### src/rtl/scr1_imem_cmd_monitor.sv
// Instruction-fetch monitor: per-channel mask/value matching on IMEM responses,
// saturating hit counters, and a timestamped capture FIFO with drop accounting.
module scr1_imem_cmd_monitor #(
    parameter int NUM_CH = 4,
    parameter int DEPTH  = 8,
    parameter int CNT_W  = 16
) (
    input  logic                    clk,
    input  logic                    rst,
    input  logic                    clr,
    input  logic [1:0]              imem_resp,
    input  logic [31:0]             imem_rdata,
    input  logic [31:0]             curr_pc,
    input  logic [NUM_CH-1:0]       ch_en,
    input  logic [NUM_CH*32-1:0]    match_mask,
    input  logic [NUM_CH*32-1:0]    match_value,
    input  logic                    log_pop,
    output logic                    log_valid,
    output logic [31:0]             log_pc,
    output logic [31:0]             log_instr,
    output logic [2:0]              log_ch,
    output logic [31:0]             log_ts,
    output logic [NUM_CH*CNT_W-1:0] hit_cnt,
    output logic [15:0]             drop_cnt,
    output logic                    ovf
);

    localparam int PTR_W = (DEPTH > 1) ? $clog2(DEPTH) : 1;

    function automatic logic [CNT_W-1:0] sat_inc_cnt(input logic [CNT_W-1:0] v);
        return (&v) ? v : v + 1'b1;
    endfunction

    function automatic logic [15:0] sat_inc_drop(input logic [15:0] v);
        return (&v) ? v : v + 1'b1;
    endfunction

    logic [31:0]       ts_q;
    logic [NUM_CH-1:0] hit;
    logic              any_hit;
    logic [2:0]        win_ch;
    logic [CNT_W-1:0]  cnt_q [NUM_CH];

    logic [31:0]       pc_mem    [DEPTH];
    logic [31:0]       instr_mem [DEPTH];
    logic [31:0]       ts_mem    [DEPTH];
    logic [2:0]        ch_mem    [DEPTH];
    logic [PTR_W-1:0]  wr_ptr, rd_ptr;
    logic [PTR_W:0]    count;

    logic push, pop, full, wr_en, drop;

    always_comb begin
        hit = '0;
        for (int i = 0; i < NUM_CH; i++) begin
            hit[i] = (imem_resp == 2'b01) && ch_en[i] &&
                     ((imem_rdata & match_mask[32*i +: 32]) ==
                      (match_value[32*i +: 32] & match_mask[32*i +: 32]));
        end
    end

    // Lowest hitting index wins the record's channel field
    always_comb begin
        win_ch = '0;
        for (int i = NUM_CH - 1; i >= 0; i--) begin
            if (hit[i]) win_ch = 3'(i);
        end
    end

    assign any_hit = |hit;
    assign push    = any_hit && !clr;
    assign pop     = log_pop && (count != '0) && !clr;
    assign full    = (count == (PTR_W+1)'(DEPTH));
    assign wr_en   = push && (!full || pop);
    assign drop    = push && full && !pop;

    always_ff @(posedge clk) begin
        if (rst) ts_q <= '0;
        else     ts_q <= ts_q + 32'd1;
    end

    always_ff @(posedge clk) begin
        if (rst || clr) begin
            for (int i = 0; i < NUM_CH; i++) cnt_q[i] <= '0;
        end else begin
            for (int i = 0; i < NUM_CH; i++) begin
                if (hit[i]) cnt_q[i] <= sat_inc_cnt(cnt_q[i]);
            end
        end
    end

    always_ff @(posedge clk) begin
        if (rst || clr) begin
            wr_ptr   <= '0;
            rd_ptr   <= '0;
            count    <= '0;
            drop_cnt <= '0;
            ovf      <= 1'b0;
        end else begin
            if (wr_en) wr_ptr <= wr_ptr + 1'b1;
            if (pop)   rd_ptr <= rd_ptr + 1'b1;
            if (wr_en && !pop)      count <= count + 1'b1;
            else if (!wr_en && pop) count <= count - 1'b1;
            if (drop) begin
                drop_cnt <= sat_inc_drop(drop_cnt);
                ovf      <= 1'b1;
            end
        end
    end

    // Record storage carries no reset; occupancy alone decides what is visible
    always_ff @(posedge clk) begin
        if (wr_en) begin
            pc_mem[wr_ptr]    <= curr_pc;
            instr_mem[wr_ptr] <= imem_rdata;
            ch_mem[wr_ptr]    <= win_ch;
            ts_mem[wr_ptr]    <= ts_q;
        end
    end

    always_comb begin
        for (int i = 0; i < NUM_CH; i++) hit_cnt[i*CNT_W +: CNT_W] = cnt_q[i];
    end

    assign log_valid = (count != '0);
    assign log_pc    = log_valid ? pc_mem[rd_ptr]    : '0;
    assign log_instr = log_valid ? instr_mem[rd_ptr] : '0;
    assign log_ch    = log_valid ? ch_mem[rd_ptr]    : '0;
    assign log_ts    = log_valid ? ts_mem[rd_ptr]    : '0;

endmodule
### config.mk
export PLATFORM = sky130hd
export DESIGN_NAME = scr1_imem_cmd_monitor
export DESIGN_NICKNAME = d
export VERILOG_FILES = /design/src/rtl/scr1_imem_cmd_monitor.sv
export SDC_FILE = /design/constraint.sdc
export NUM_CORES = 1
export LEC_CHECK = 0
export ABC_CLOCK_PERIOD_IN_PS = 26100
export BUFFER_PORTS_ARGS = -buffer_cell sky130_fd_sc_hd__buf_4
export CELL_PAD_IN_SITES_DETAIL_PLACEMENT = 0
export CELL_PAD_IN_SITES_GLOBAL_PLACEMENT = 2
export CORE_MARGIN = 3
export CORE_UTILIZATION = 46
export DETAILED_ROUTE_END_ITERATION = 10
export PLACE_DENSITY_LB_ADDON = 0.1
export RECOVER_POWER = 100
export SLEW_MARGIN = 15
export SYNTH_ARGS = -nofsm -noshare
export SYNTH_HDL_FRONTEND = slang
export SYNTH_SLANG_ARGS = --single-unit
### constraint.sdc
create_clock -name clk -period 26.1 [get_ports clk]
set_input_delay 1.305 -clock clk [delete_from_list [all_inputs] [get_ports clk]]
set_output_delay 1.305 -clock clk [all_outputs]
set_load 0.05 [all_outputs]
==> impl_metrics.yaml <==
outcome:
  status: "finished, violations left"
  violations: "capacitance limit, slew limit"
sta:
  maxSlewViolCount: 1168
  slew_headroom_pct: -531
  worst_pin_slew_ps: 9460
  grt_setup_unrepaired: "false"
  finalHoldViolations: 0
  setup-violations-final: 0
  finalClockSkew_ps: 30.2
  fin_crit_sh_pct: 51.3
  finalCriticalPeriod_ps: 13390
  fmax_mhz: 74.7
  tns_ps: 0
route:
  ant_nets: 0
  remaining_drc_errors: 0
  vias_per_cell: 5.58
  post_drt_wl_per_cell_um: 27.1
  vias: 21167
  drt-total-wl_mm: 103
  drt-initial-drc-count: 1594
  firstDrtPassIters: 5
clocking:
  cts_tree: "yes"
  cts_setup_buffers: 0
  cts_resized: 0
  clock_path_buffers: 3
  cts_num_sinks: 910
  clkLatencyLatePin_ps: 630
  cts_made_buffers: 93
  clkTransAtPathRegs_ps: 60
  htree_levels: 3
  root_buffer: "clkbuf_16"
  ctsHoldBuffers: 0
placed_design:
  hpwl_mm: 67.2
  gp_congestion: 0.926
  postPlaceCellArea_sq_um: 42600
  io_buffers: 509
global_routing:
  track_usage_pct: 24.1
  antenna_found_initial: 15
  grt_pass1_wl_mm: 150
  grt_pass1_vias: 21989
  grt_max_degree: 112
  gr-total-overflow: 0
floorplanning:
  row_count: 104
  die-area_sq_um: 85000
  start_util_pct: 46.5
  io_pins: 511
  dieWidth_um: 292
  coreArea_sq_um: 80700
  die-height_um: 292
worst_hold_path:
  min_from: "ovf$_SDFFE_PP0P_"
  whs_path_depth: 2
  hold_class: "flip-flop to flip-flop"
  hold_path_end: "ovf$_SDFFE_PP0P_"
finish:
  synthToLayoutAreaGrowth_pct: 18.9
  drive_gt1_share_pct: 22.7
  final_util_pct: 55.3
  nets: 2993
  fillers: 6596
  multi_input_area_sq_um: 10400
  fin_area_sq_um: 44600
  regArea_sq_um: 26700
synth:
  ys_seq_area_share_pct: 71.2
  synth-seq-cells: 910
  synth_nets: 2444
  ys.flop_type: "edfxtp_1"
  synth_edf_count: 848
  post-synth-top-count-cell: "edfxtp_1"
  synth.distinct_cells: 49
  yosys.area.top_type: "edfxtp_1"
  avgSynthCellArea_sq_um: 17.8
  synthCells: 2102
  ys_warn_count: 0
  synth_area_leaders: "edfxtp_1, mux4_2, xor2_1, dfxtp_1, mux2i_1"
  synth_common_cells: "edfxtp_1, nor2_1, mux4_2"
  synthArstFlopShare_pct: 0
  syn_area_sq_um: 37500
  synth.top_cell.area_share_pct: 67.9
setup_path:
  required_ps: 24790
  ff2ff_path_depth: 8
  critPathCaptureType: "output port"
  r2r-start: "count[0]$_SDFFE_PP0P_"
  r2r_end: "instr_mem[6][10]$_DFFE_PP_"
  worst-r2r-setup-slack_ps: 17880
  start_kind: "flip-flop"
  crit_type: "flip-flop to output port"
  cp_data_arrival_time_ps: 12090
  cp_max_fo: 111
power_and_ir_drop:
  pwr_density_cell_nw_per_um2: 68.2
  p_leak_nw: 14.3
  irDropWorstVdd_v: 0.0000528
job:
  cap_violations: 25
==> cell families after synthesis <==
logic type,share of synthesized area (%)
compound gates,2.10
xor+xnor,5.23
fa+ha+maj,0.420
buf+inv,1.01
flops,71.2
mux,14.5
other cells,0.0100
simple gates,5.54
==> sequential cells by signal (all words and copies together), names as in the netlist, named ones only <==
name	flops
instr_mem	256
rd_ptr	3
pc_mem	256
wr_ptr	3
drop_cnt	16
cnt_q	64
ovf	1
ts_mem	256
ts_q	32
ch_mem	16
count	4
==> how the worst max path moves through the flow <==
stage / from / end / slack [ps] / cells past startpoint
final: flip-flop / log_instr[20] / 12710 / 5
after global routing: flip-flop / log_instr[22] / 10620 / 5
after CTS: imem_rdata[30] / instr_mem[6][10]$_DFFE_PP_ / 20090 / 11
after detailed placement: imem_rdata[11] / pc_mem[6][18]$_DFFE_PP_ / 19450 / 12
after global placement: imem_rdata[30] / pc_mem[6][23]$_DFFE_PP_ / 19470 / 11
after floorplan: imem_rdata[18] / ch_mem[3][0]$_DFFE_PP_ / 13430 / 8
==> layout by cell type (no fill, tap or decap), drive strengths merged, types with 3 or more instances in the layout <==
master and n:
clkinvlp 4, a21oi 24, xnor2 41, ha 11, bufinv 11, xor2 183
and3b 3, mux4 196, inv 19, buf 275, a22oi 62, o21ai 11
nand4 23, o31ai 5, nor3b 3, and3 28, or4 4, dfxtp 62
clkinv 40, mux2i 101, or3 9, nor3 7, clkbuf 376, nor4 6
nor2b 3, a211oi 5, nand2 63, nor2 231, and4 5, edfxtp 848
nand3b 5, nand3 50
==> area by class of cell <==
cell class	instances	share of cell area, %
repair buffers	538	6.84
inverters	13	0.109
clock buffers	113	5.41
flip-flops and latches	910	59.9
diodes	2	0.0112
clock inverters	61	1.48
well taps	1060	2.97
multi-input cells	1095	23.3
==> routing by layer <==
layer,GRT usage (%),part of all wire [%]
met5,0,0.17
met3,6.75,7.3
met1,31.9,41
met2,39.7,49
met4,6.05,2.1
==> report_power, final <==
part	leakage (nW)	internal, mW	switching (mW)
sequential	8.29	1.59	0.00714
clock	1.50	0.774	0.549
combinational	4.53	0.0453	0.0736
==> worst max-delay path, cell delays in order (launching register included) <==
cell and delay [ps]:
dfxtp_1 2370, clkbuf_1 6720, mux4_2 1110, mux2i_1 110, nor2_1 390, clkbuf_1 530
==> metrics by stage <==
stage	power, mW	setup WS (ps)	instances	hold WS (ps)
final	3.04	12710	3792	480
after global routing	3.14	10620	3792	501
after CTS	3.08	20090	3790	489
after detailed placement	1.76	19450	3616	475
after global placement	1.75	19470	3616	463
after floorplan	1.67	13430	2102	454
No activity file was read; power rests on OpenSTA's default activity.
